==> src/rtl/text_console_writer.sv <==
// Port-B writer for the text RAM: character cells, cursor,
// clear-screen and hardware scroll via read-modify-write.
module text_console_writer #(
   parameter int unsigned COLS           = 80,
   parameter int unsigned ROWS           = 30,
   parameter logic [15:0] TEXT_BASE      = 16'h0000,
   parameter bit          CLEAR_ON_RESET = 1'b1
) (
   input  logic        clk,
   input  logic        rst_n,
   input  logic        charValid,
   input  logic [7:0]  charData,
   output logic        charReady,
   input  logic [7:0]  colorAttr,
   input  logic        clearReq,
   output logic [6:0]  cursorCol,
   output logic [4:0]  cursorRow,
   output logic        busy,
   output logic [15:0] addressB,
   output logic [15:0] writeDataB,
   output logic        writeEnableB,
   input  logic [15:0] readDataB
);

   typedef enum logic [2:0] {
      IDLE, WRITE, SCROLL_RD, SCROLL_WR, BLANK, CLEAR
   } state_t;

   localparam int CW = $clog2(COLS * ROWS + 1);
   localparam state_t RESET_STATE = CLEAR_ON_RESET ? CLEAR : IDLE;
   localparam logic [CW-1:0] CNT_CELLS  = CW'(COLS * ROWS);
   localparam logic [CW-1:0] CNT_SCROLL = CW'((ROWS - 1) * COLS - 1);
   localparam logic [CW-1:0] CNT_BLANK  = CW'(COLS - 1);
   localparam logic [6:0]  LAST_COL  = 7'(COLS - 1);
   localparam logic [4:0]  LAST_ROW  = 5'(ROWS - 1);
   localparam logic [15:0] COLS16    = 16'(COLS);
   localparam logic [15:0] LAST_BASE = 16'(TEXT_BASE + (ROWS - 1) * COLS);

   state_t        state;
   logic [CW-1:0] cnt;
   logic [7:0]    attrLatched;
   logic          clearPending;
   logic          advance;
   logic [15:0]   rowBase;
   logic [15:0]   wrData;
   logic [15:0]   cellAddr;
   logic          printable;
   logic          lastRow;

   assign cellAddr  = rowBase + {9'd0, cursorCol};
   assign printable = (charData >= 8'h20) && (charData <= 8'h7E);
   assign lastRow   = (cursorRow == LAST_ROW);
   assign busy      = (state != IDLE);
   assign charReady = rst_n && (state == IDLE) && !clearReq && !clearPending;
   // Scroll copies the registered RAM read straight into the write cycle.
   assign writeDataB = (state == SCROLL_WR) ? readDataB : wrData;

   always_ff @(posedge clk or negedge rst_n) begin
      if (!rst_n) begin
         state        <= RESET_STATE;
         cnt          <= '0;
         attrLatched  <= 8'h00;
         clearPending <= 1'b0;
         advance      <= 1'b0;
         cursorCol    <= 7'd0;
         cursorRow    <= 5'd0;
         rowBase      <= TEXT_BASE;
         addressB     <= TEXT_BASE;
         wrData       <= 16'h0000;
         writeEnableB <= 1'b0;
      end else begin
         if (clearReq && state != IDLE) clearPending <= 1'b1;
         unique case (state)
            IDLE: begin
               writeEnableB <= 1'b0;
               if (clearReq || clearPending) begin
                  clearPending <= 1'b0;
                  state        <= CLEAR;
                  cursorCol    <= 7'd0;
                  cursorRow    <= 5'd0;
                  rowBase      <= TEXT_BASE;
               end else if (charValid) begin
                  unique case (1'b1)
                     printable: begin
                        addressB     <= cellAddr;
                        wrData       <= {colorAttr, charData};
                        writeEnableB <= 1'b1;
                        advance      <= 1'b1;
                        state        <= WRITE;
                     end
                     (charData == 8'h0A): begin
                        cursorCol <= 7'd0;
                        if (lastRow) begin
                           state       <= SCROLL_RD;
                           addressB    <= TEXT_BASE + COLS16;
                           cnt         <= '0;
                           attrLatched <= colorAttr;
                        end else begin
                           cursorRow <= cursorRow + 5'd1;
                           rowBase   <= rowBase + COLS16;
                        end
                     end
                     (charData == 8'h0D): cursorCol <= 7'd0;
                     (charData == 8'h08): begin
                        if (cursorCol != 7'd0) begin
                           cursorCol    <= cursorCol - 7'd1;
                           addressB     <= cellAddr - 16'd1;
                           wrData       <= {colorAttr, 8'h20};
                           writeEnableB <= 1'b1;
                           advance      <= 1'b0;
                           state        <= WRITE;
                        end
                     end
                     (charData == 8'h0C): begin
                        state     <= CLEAR;
                        cursorCol <= 7'd0;
                        cursorRow <= 5'd0;
                        rowBase   <= TEXT_BASE;
                     end
                     default: ;
                  endcase
               end
            end
            WRITE: begin
               writeEnableB <= 1'b0;
               state        <= IDLE;
               if (advance) begin
                  if (cursorCol == LAST_COL) begin
                     cursorCol <= 7'd0;
                     if (lastRow) begin
                        state       <= SCROLL_RD;
                        addressB    <= TEXT_BASE + COLS16;
                        cnt         <= '0;
                        attrLatched <= colorAttr;
                     end else begin
                        cursorRow <= cursorRow + 5'd1;
                        rowBase   <= rowBase + COLS16;
                     end
                  end else begin
                     cursorCol <= cursorCol + 7'd1;
                  end
               end
            end
            SCROLL_RD: begin
               addressB     <= addressB - COLS16;
               writeEnableB <= 1'b1;
               state        <= SCROLL_WR;
            end
            SCROLL_WR: begin
               if (cnt == CNT_SCROLL) begin
                  state        <= BLANK;
                  addressB     <= LAST_BASE;
                  wrData       <= {attrLatched, 8'h20};
                  writeEnableB <= 1'b1;
                  cnt          <= '0;
               end else begin
                  addressB     <= addressB + COLS16 + 16'd1;
                  writeEnableB <= 1'b0;
                  cnt          <= cnt + CW'(1);
                  state        <= SCROLL_RD;
               end
            end
            BLANK: begin
               if (cnt == CNT_BLANK) begin
                  writeEnableB <= 1'b0;
                  state        <= IDLE;
               end else begin
                  addressB <= addressB + 16'd1;
                  cnt      <= cnt + CW'(1);
               end
            end
            CLEAR: begin
               // First cycle samples the attribute and writes cell 0.
               if (!writeEnableB) begin
                  addressB     <= TEXT_BASE;
                  wrData       <= {colorAttr, 8'h20};
                  attrLatched  <= colorAttr;
                  writeEnableB <= 1'b1;
                  cnt          <= CW'(1);
               end else if (cnt == CNT_CELLS) begin
                  writeEnableB <= 1'b0;
                  state        <= IDLE;
               end else begin
                  addressB <= addressB + 16'd1;
                  wrData   <= {attrLatched, 8'h20};
                  cnt      <= cnt + CW'(1);
               end
            end
            default: state <= IDLE;
         endcase
      end
   end

endmodule
==> config.mk <==
export PLATFORM = sky130hd
export DESIGN_NAME = text_console_writer
export DESIGN_NICKNAME = d
export VERILOG_FILES = /design/src/rtl/text_console_writer.sv
export SDC_FILE = /design/constraint.sdc
export NUM_CORES = 1
export LEC_CHECK = 0
export CAP_MARGIN = 0
export CORE_ASPECT_RATIO = 1.2
export CORE_MARGIN = 5
export CORE_UTILIZATION = 55
export CTS_CLUSTER_SIZE = 30
export DETAILED_ROUTE_END_ITERATION = 8
export GPL_TIMING_DRIVEN = 0
export PLACE_DENSITY = 0.78
export SYNTH_ARGS = -nofsm -noshare
export SYNTH_HDL_FRONTEND = slang
export SYNTH_SLANG_ARGS = --single-unit
export TNS_END_PERCENT = 100
==> constraint.sdc <==
create_clock -name clk -period 4.9 [get_ports clk]
set_clock_uncertainty 0.15 [all_clocks]
set_input_delay 0.735 -clock clk [delete_from_list [all_inputs] [get_ports clk]]
set_output_delay 0.735 -clock clk [all_outputs]
set_load 0.01 [all_outputs]
# After elaboration in Yosys (flattened, before gate mapping)
# Cells that the tools add are included.
[classes] n_addsub=11 muxes=88 bitwise=1 n_eq_ne=36 n_reduce_logical=27 n_lt_le_gt_ge=2
[op_table] operator="$mux 16" n=22
[op_table] operator="$mux 12" n=10
[op_table] operator="$pmux 16 s2" n=3
[op_table] operator="$pmux 16 s3" n=2
[op_table] operator="$pmux 16 s6" n=1
[op_table] operator="$pmux 12 s5" n=1
[op_table] operator="$mux 8" n=7
[op_table] operator="$mux 7" n=5
[op_table] operator="$add 16x1->16 const B" n=2
[op_table] operator="$add 16x7->16 const B" n=2
[op_table] operator="$eq 8x4->1 const B" n=4
[op_table] operator="$pmux 7 s2" n=2
[op_table] operator="$mux 5" n=5
[op_table] operator="$eq 12x12->1 const B" n=2
[op_table] operator="$mux 3" n=8
[op_table] operator="$pmux 8 s3" n=1
[op_table] operator="$reduce_and 7->1" n=3
[op_table] operator="$pmux 5 s2" n=2
[op_table] operator="$ne 2x2->1 const B" n=9
[op_table] operator="$pmux 3 s6" n=1
[op_table] operator="$add 16x7->16" n=1
[op_table] operator="$sub 16x1->16 const B" n=1
[op_table] operator="$sub 16x7->16 const B" n=1
[op_table] operator="$reduce_and 5->1" n=3
[op_table] operator="39 further kinds" n=67
[word_totals] reg_bits=86

# Depth between registers and ports, before layout
# Gate-level depths: netlist (run 1).
[depth] word_depth=7 depth_mapped=10 depth_no_buf=9

# Worst setup path after synthesis (run 1)
# Ideal clock, no wire load.
[synth_path] path_type="in2reg" start="in charData[1]" end="reg attrLatched[0]" path_slack_ns=1.991 cell_stages=9 t_arrival_ns=2.631 setup_time_ns=0.128 path_cell_list="buf_2 > or3b_2 > nor3_4 > nor2_1 > nor3_1 > a21oi_1 > or3b_1 > buf_2 > mux2_1"
[synth_between] elab_chain_len=3
[synth_lines] element="start: declaration" line="12" source="input logic [7:0] charData,"
[synth_lines] element="$eq 8x4->1" line="91" source="(charData == 8'h0A): begin"
[synth_lines] element="$ne 2x1->1 (no line)"
[synth_lines] element="$reduce_and 7->1 (no line)"
[synth_lines] element="end signal: assignment" line="97" source="attrLatched <= colorAttr;"
[synth_lines] element="end signal: assignment" line="134" source="attrLatched <= colorAttr;"
[synth_lines] element="end signal: assignment" line="177" source="attrLatched <= colorAttr;"
[synth_lines] element="end: declaration" line="41" source="logic [7:0] attrLatched;"
# Every way passes these cells.
# A chain may end at the register's enable or synchronous reset.

# Worst setup path after layout (run 1)
[layout_path] start="in charData[4]" end="reg addressB[12]"
[layout_between] elab_chain_len=6 elab_cells_between_ends=12
[layout_lines] element="$ge 8x6->1 / $le 8x7->1 (equally long branches)" line="51" source="assign printable = (charData >= 8'h20) && (charData <= 8'h7E);"
[layout_lines] element="$logic_and 1x1->1" line="51"
[layout_lines] element="$pmux 16 s3" line="83" source="unique case (1'b1)"
[layout_lines] element="$mux 16" line="82" source="end else if (charValid) begin"
[layout_lines] element="$mux 16" line="76" source="if (clearReq || clearPending) begin"
[layout_lines] element="$pmux 16 s6" line="73" source="unique case (state)"
[layout_lines] element="end signal: assignment" line="85" source="addressB <= cellAddr;"
[layout_lines] element="end signal: assignment" line="95" source="addressB <= TEXT_BASE + COLS16;"
[layout_lines] element="end signal: assignment" line="107" source="addressB <= cellAddr - 16'd1;"
[layout_lines] element="end: declaration" line="19" source="output logic [15:0] addressB,"
# Several ways; a longest one is shown, not always the timed one. The select of a mux whose other input is x is not followed.

==> reports/results.txt, run 1 <==
Post-Synth Adder-Cell Area -> 0.0285
crit path cell chain -> clkdlybuf4s50_1, nor3_1, nand3_1, clkbuf_1, o32ai_1, a221oi_4, nand2_1, a2111oi_0, a221oi_1
clk_lat worst skew -> 0.35 ns
Yosys warnings -> 0
RSZ-0062 raised after global routing -> false
hold slack -> 0.211 ns
drt drc -> 0
Layout Area Growth over Synthesis -> 20.3%
vias after detailed routing -> 7,275
# port buffers -> 81
VDD IR-drop max -> 0.152 mV
post-DP HPWL -> 16,500 µm
critical path class -> in2reg
leakage dissipation -> 3.20 nW
clk sinks -> 82
top cell type's share of synthesized area -> 0.304
gr usage total -> 0.316
clock buffer count from CTS -> 9
Antenna Cells -> 0
First-pass DRT Iterations -> 5
xor/xnor cell area share of the yosys netlist -> 0.0346
top cells by area, synth -> dfrtp_1 (30%), nand2_1 (7.2%), o21ai_0 (5.6%), nor2_1 (4.1%), a21oi_1 (4.0%)
Non-Filler Instances -> 1,099
status -> finished clean
cell area after synthesis -> 6580 µm²
Resized cells post-CTS -> 0
Via density -> 6.62
die height -> 130 µm
cell with the most instances after synthesis -> nand2_1
Power Density -> 193 nW/µm²
Filler cells -> 971
biggest fanout along the worst timing path -> 10
layout cells sized above 1 -> 0.0531
Final Cycle Share -> 0.839
max cap viols -> 0
post-CTS setup buffers -> 0
Synth cell types -> 83
Detailed Route Iter0 Violations -> 876
Overflow after GRT -> 0
clk slew on worst S/H paths -> 0.06 ns
FMAX -> 243 MHz
CTS max path bufs -> 2
largest net degree at the start of global routing -> 44
first-pass GRT wire length -> 35,500 µm
Worst-Margin Slew -> 1.14 ns
Hold-fix buffers, CTS -> 0
Post-synth EDFFs -> 0
CTS tree -> yes
Flop pwr share -> 0.454
Syn Nets -> 895
clock power share -> 0.478
Syn Area/Cell -> 7.79 µm²
FP Rows -> 43
Top FF cell, synth -> dfrtp_1
CP endpoint kind -> register
setup violators final -> 0
Largest stage delay, worst path -> 0.73 ns
Hold WC Path Type -> in2async
synth cell count leaders -> nand2_1 (127), dfrtp_1 (80), o21ai_0 (74)
WL/cell -> 20.3 µm
slowest CP cell -> clkdlybuf4s50_1
initial core utilization -> 0.566
flip-flop and latch count after synthesis -> 82
post-route antenna net violation count -> 0
post-route minimum period -> 4.11 ns
Seq/Total Area, Yosys -> 0.312
Total Die Area -> 14,300 µm²
largest family of logic cells by synthesized area -> simple AND/OR/NAND/NOR gates
Critical Path RT -> 4.93 ns
H-tree levels -> 3
core area -> 11,600 µm²
Worst setup SP type -> input pin
Rel. slew slack -> 0.236
simple-gate share of the synthesized area -> 0.275
post-synthesis compound-gate area fraction -> 0.272
Clock Tree Root -> clkbuf_16
final hold vios -> 0
post-synthesis mux area share -> 0.0340
antenna violations before repair -> 0
GP Congestion -> 0.991
area leader, netlist -> dfrtp_1
Worst R2R Setup Slack -> 1.26 ns
IO Pins -> 83
Sw Ratio -> 0.226
post-placement cell count -> 1,083
share of flip-flops with an asynchronous set or reset -> 1.00
drt total wl -> 22,300 µm
chip width -> 110 µm
synthesized instance count -> 844
Critical Path AT -> 4.15 ns
Comb pwr share -> 0.068
nets -> 988
Net Switching -> 0.345 mW
Final Max Slew Viols -> 0
internal power -> 1.18 mW
vias in the first global route -> 7,000
## area by class of cell
cell class              count  area, µm²  share of cell area
plain buffers              59        228              0.0288
clock buffers              11        233              0.0294
clock inverters             5       80.1              0.0101
inverters                  16       60.1             0.00759
multi-input cells         687       4240               0.535
flip-flops and latches     82       2050               0.260
well taps                 157        196              0.0248
repair buffers             82        828               0.105
## path summary, 6_finish.rpt
kind / startpoint / depth (start not counted) / to
max: charData[4] / 9 / addressB[12]
min: rst_n / 1 / cnt[6]
max reg2reg: state[2] / 8 / addressB[12]
min reg2reg: wrData[4] / 2 / wrData[4]
max in group asynchronous: rst_n / 2 / state[2]
min in group clk: wrData[4] / 2 / wrData[4]
## layer usage
layer  GRT usage  share of wire
met1       0.401           0.40
met2       0.529           0.48
met3      0.0549          0.090
met4       0.134          0.032
met5           0              0
## worst max-delay path: cells and delay by family
kind	cells	cell delay [ns]
buf+inv	2	1.22
simple gates	3	0.51
compound gates	4	1.67
## flip-flops by register name, summed over array words and instances (netlist names)
signal / cells
cnt: 12
cursorRow: 5
state: 3
advance: 1
writeEnableB: 1
attrLatched: 8
cursorCol: 7
addressB: 16
clearPending: 1
wrData: 16
rowBase: 12
## metrics by stage
step                      area (µm²)  power [mW]   util  setup TNS [ns]  setup WS, ns
final                           7920        1.53  0.681               0         0.788
after global routing            7920        1.57  0.681               0         0.676
after CTS                       7920        1.54  0.681               0         0.945
after detailed placement        7600       0.808  0.654               0         0.642
after global placement          7590       0.803  0.653          -0.897        -0.897
after floorplan                 6580       0.738      -               0          1.99
## cell usage in the layout (no fill, tap or decap), drive strengths merged, types with 11 or more instances in the layout
cell type,instances
xor2,12
clkbuf,63
o21ai,83
ha,15
mux2,11
and3,21
nor3,24
xnor2,14
a31oi,17
dfrtp,80
nor2,72
clkdlybuf4s50,80
a21oi,53
inv,16
nor4,12
nand2,127
nand3,31
## logic make-up (layout without fill, tap and decap cells)
logic type               after synthesis  after routing
AND/OR/NAND/NOR                      360            360
flip-flops                            82             82
multiplexers                          21             21
XOR/XNOR                              26             26
adder cells (fa/ha/maj)               15             15
AO/OA/AOI/OAI                        265            265
buffers and inverters                 75            173
## power by group through the flow
stage | Clock [mW] | Sequential, mW | Combinational (mW)
3_3_place_gp | 0 | 0.705 | 0.0981
3_5_place_dp | 0 | 0.705 | 0.103
4_1_cts | 0.741 | 0.693 | 0.104
6_report | 0.729 | 0.693 | 0.104
5_1_grt | 0.767 | 0.694 | 0.113
2_1_floorplan | 0 | 0.704 | 0.0340
(Power assumes the default switching activity.)
==> run 2, diff against run 1 <==
- CORE_UTILIZATION: 55 -> 51
- PLACE_DENSITY: 0.78 -> 0.76
- clock period: 4.9 -> 3.6 ns (I/O delays scaled with it)
==> run 2 against run 1 <==
  * Setup slack worse by 0.63 ns
  * Sequential power up 36%
  * First-iteration DRC count down 36%
  * Core utilization down 5.7 points
  * Flip-flop and latch count unchanged
  * Hold slack better by 0.12 ns
  * Total power up 27%
==> reports/results.txt, run 2 (synthesis results as in run 1) <==
setup TNS -> 0 ns (unchanged)
Largest regs -> addressB x16, wrData x16 (unchanged)
kind of cell adding the most delay to the critical path -> simple AND/OR/NAND/NOR gates (was compound AO/OA/AOI/OAI gates)
Final Cycle Share -> 0.956
Total Die Area -> 15,300 µm² (was 14,300 µm²)
Worst setup SP type -> register (was input pin)
critical path class -> reg2reg (was in2reg)
area post-placement -> 7620 µm² (was 7600 µm²)
max cap viols -> 0 (unchanged)
Overflow after GRT -> 0 (unchanged)
Via density -> 6.33 (was 6.62)
chip width -> 114 µm (was 110 µm)
final hold vios -> 0 (unchanged)
IO Pins -> 83 (unchanged)
WL/cell -> 18.5 µm (was 20.3 µm)
Hold WC Path Type -> reg2reg (was in2async)
Worst-Margin Slew -> 1.14 ns (about the same)
slowest CP cell -> nor3b_1 (was clkdlybuf4s50_1)
core area -> 12,700 µm² (was 11,600 µm²)
clock buffer count from CTS -> 9 (unchanged)
Largest stage delay, worst path -> 0.94 ns (was 0.73 ns)
H-tree levels -> 3 (unchanged)
post-route cell area -> 7910 µm² (was 7920 µm²)
vias after detailed routing -> 6,990 (was 7,275)
Clock Tree Root -> clkbuf_16 (unchanged)
drt drc -> 0 (unchanged)
crit path cell chain -> clkbuf_1, clkbuf_2, nor3b_1, nand2_1, o221a_2, mux2_2, nand2_1, a32o_1 (was clkdlybuf4s50_1, nor3_1, nand3_1, clkbuf_1, o32ai_1, a221oi_4, nand2_1, a2111oi_0, a221oi_1)
dpl ws -> -0.367 ns (was 0.642 ns)
post-CTS setup buffers -> 0 (unchanged)
clk_lat worst skew -> 0.35 ns (about the same)
CTS tree -> yes (unchanged)
commonest non-fill, non-tap cell in the layout -> nand2_1 (unchanged)
drt total wl -> 20,500 µm (was 22,300 µm)
RSZ-0062 raised after global routing -> false (unchanged)
nets -> 987 (was 988)
post-placement cell count -> 1,090 (was 1,083)
status -> finished clean (unchanged)
Critical Path AT -> 3.57 ns (was 4.15 ns)
gr usage total -> 0.267 (was 0.316)
clk sinks -> 82 (unchanged)
Rel. slew slack -> 0.238 (was 0.236)
post-DP HPWL -> 15,300 µm (was 16,500 µm)
Antenna Cells -> 0 (unchanged)
Final Max Slew Viols -> 0 (unchanged)
GP Congestion -> 0.956 (was 0.991)
post-route antenna net violation count -> 0 (unchanged)
initial core utilization -> 0.519 (was 0.566)
cell mode on critical path -> nand2_1
FMAX -> 291 MHz
worst setup margin -> 0.159 ns (was 0.788 ns)
clk slew on worst S/H paths -> 0.06 ns (about the same)
biggest fanout along the worst timing path -> 10 (unchanged)
FP Rows -> 45 (was 43)
CTS max path bufs -> 2 (unchanged)
Layout Area Growth over Synthesis -> 20.3% (about the same)
setup violators final -> 0 (unchanged)
antenna violations before repair -> 0 (unchanged)
CP bufs+invs -> 2 (unchanged)
largest net degree at the start of global routing -> 55 (was 44)
die height -> 134 µm (was 130 µm)
vias in the first global route -> 6,466 (was 7,000)
Power Density -> 245 nW/µm² (was 193 nW/µm²)
Detailed Route Iter0 Violations -> 565 (was 876)
# port buffers -> 81 (unchanged)
First-pass DRT Iterations -> 7 (was 5)
VDD IR-drop max -> 0.185 mV (was 0.152 mV)
Critical Path RT -> 3.73 ns (was 4.93 ns)
leading cell types in the layout, fill and taps excluded -> nand2_1 (126), dfrtp_1 (80), clkdlybuf4s50_1 (80) (was nand2_1 (127), dfrtp_1 (80), clkdlybuf4s50_1 (80))
Non-Filler Instances -> 1,105 (was 1,099)
Total Power -> 1.94 mW (was 1.53 mW)
leakage dissipation -> 3.19 nW (was 3.20 nW)
post-route minimum period -> 3.44 ns
first-pass GRT wire length -> 33,000 µm (was 35,500 µm)
layout cells sized above 1 -> 0.0606 (was 0.0531)
CP endpoint kind -> register (unchanged)
==> run 2: stage by stage <==
step | hold slack [ns] | utilization
2_1_floorplan | 0.0944 | -
3_3_place_gp | 0.313 | 0.600
3_5_place_dp | 0.320 | 0.601
4_1_cts | 0.333 | 0.624
5_1_grt | 0.355 | 0.624
6_report | 0.330 | 0.624
==> run 2: worst reg2reg max path, delay by kind of cell, from the launching register on <==
family,cells,cell delay (ns)
buffers and inverters,2,0.61
multiplexers,1,0.26
AO/OA/AOI/OAI,2,0.42
flip-flops,1,0.55
AND/OR/NAND/NOR,3,1.38
==> run 2: cell type report <==
cell class | count | area (µm²)
multi-input combinational | 687 | 4250
fill | 1176 | 4760
clock buffer | 10 | 229
tap | 164 | 205
inverter | 16 | 60.1
clock inverter | 6 | 42.5
timing repair buffer | 83 | 846
sequential | 82 | 2050
buffer | 57 | 224
==> run 2: report_power, final <==
group,internal [mW],switching (mW)
clock,0.468,0.389
sequential,0.933,0.00963
combinational,0.0694,0.0713
==> run 2: metal layers <==
metal  share of wire  vias up  track usage
met2            0.47      338        0.433
met3           0.080       66       0.0447
met4           0.039        0        0.120
li1                -     3323            -
met5               0        -            0
met1            0.41     3263        0.348
==> run 2: worst paths after layout <==
check | endpoint | slack, ns | cells after the start | from
worst max register to register | addressB[7] | 0.16 | 8 | state[0]
min in group asynchronous | cursorCol[4] | 0.51 | 2 | rst_n
worst min-delay path | wrData[13] | 0.33 | 2 | wrData[13]
worst min register to register | wrData[13] | 0.33 | 2 | wrData[13]
max in group asynchronous | state[2] | 2.15 | 3 | rst_n
worst max-delay path | addressB[7] | 0.16 | 8 | state[0]
==> run 2: what timing repair did <==
| item | 4_1_cts | 5_1_grt |
|---|---|---|
| setup endpoints to repair | 12 | 19 |
| endpoints found under the hold margin | 28 | 0 |
| gates cloned | 0 | 0 |
| hold buffers | 1 | 0 |
| gates resized for setup | 2 | 6 |
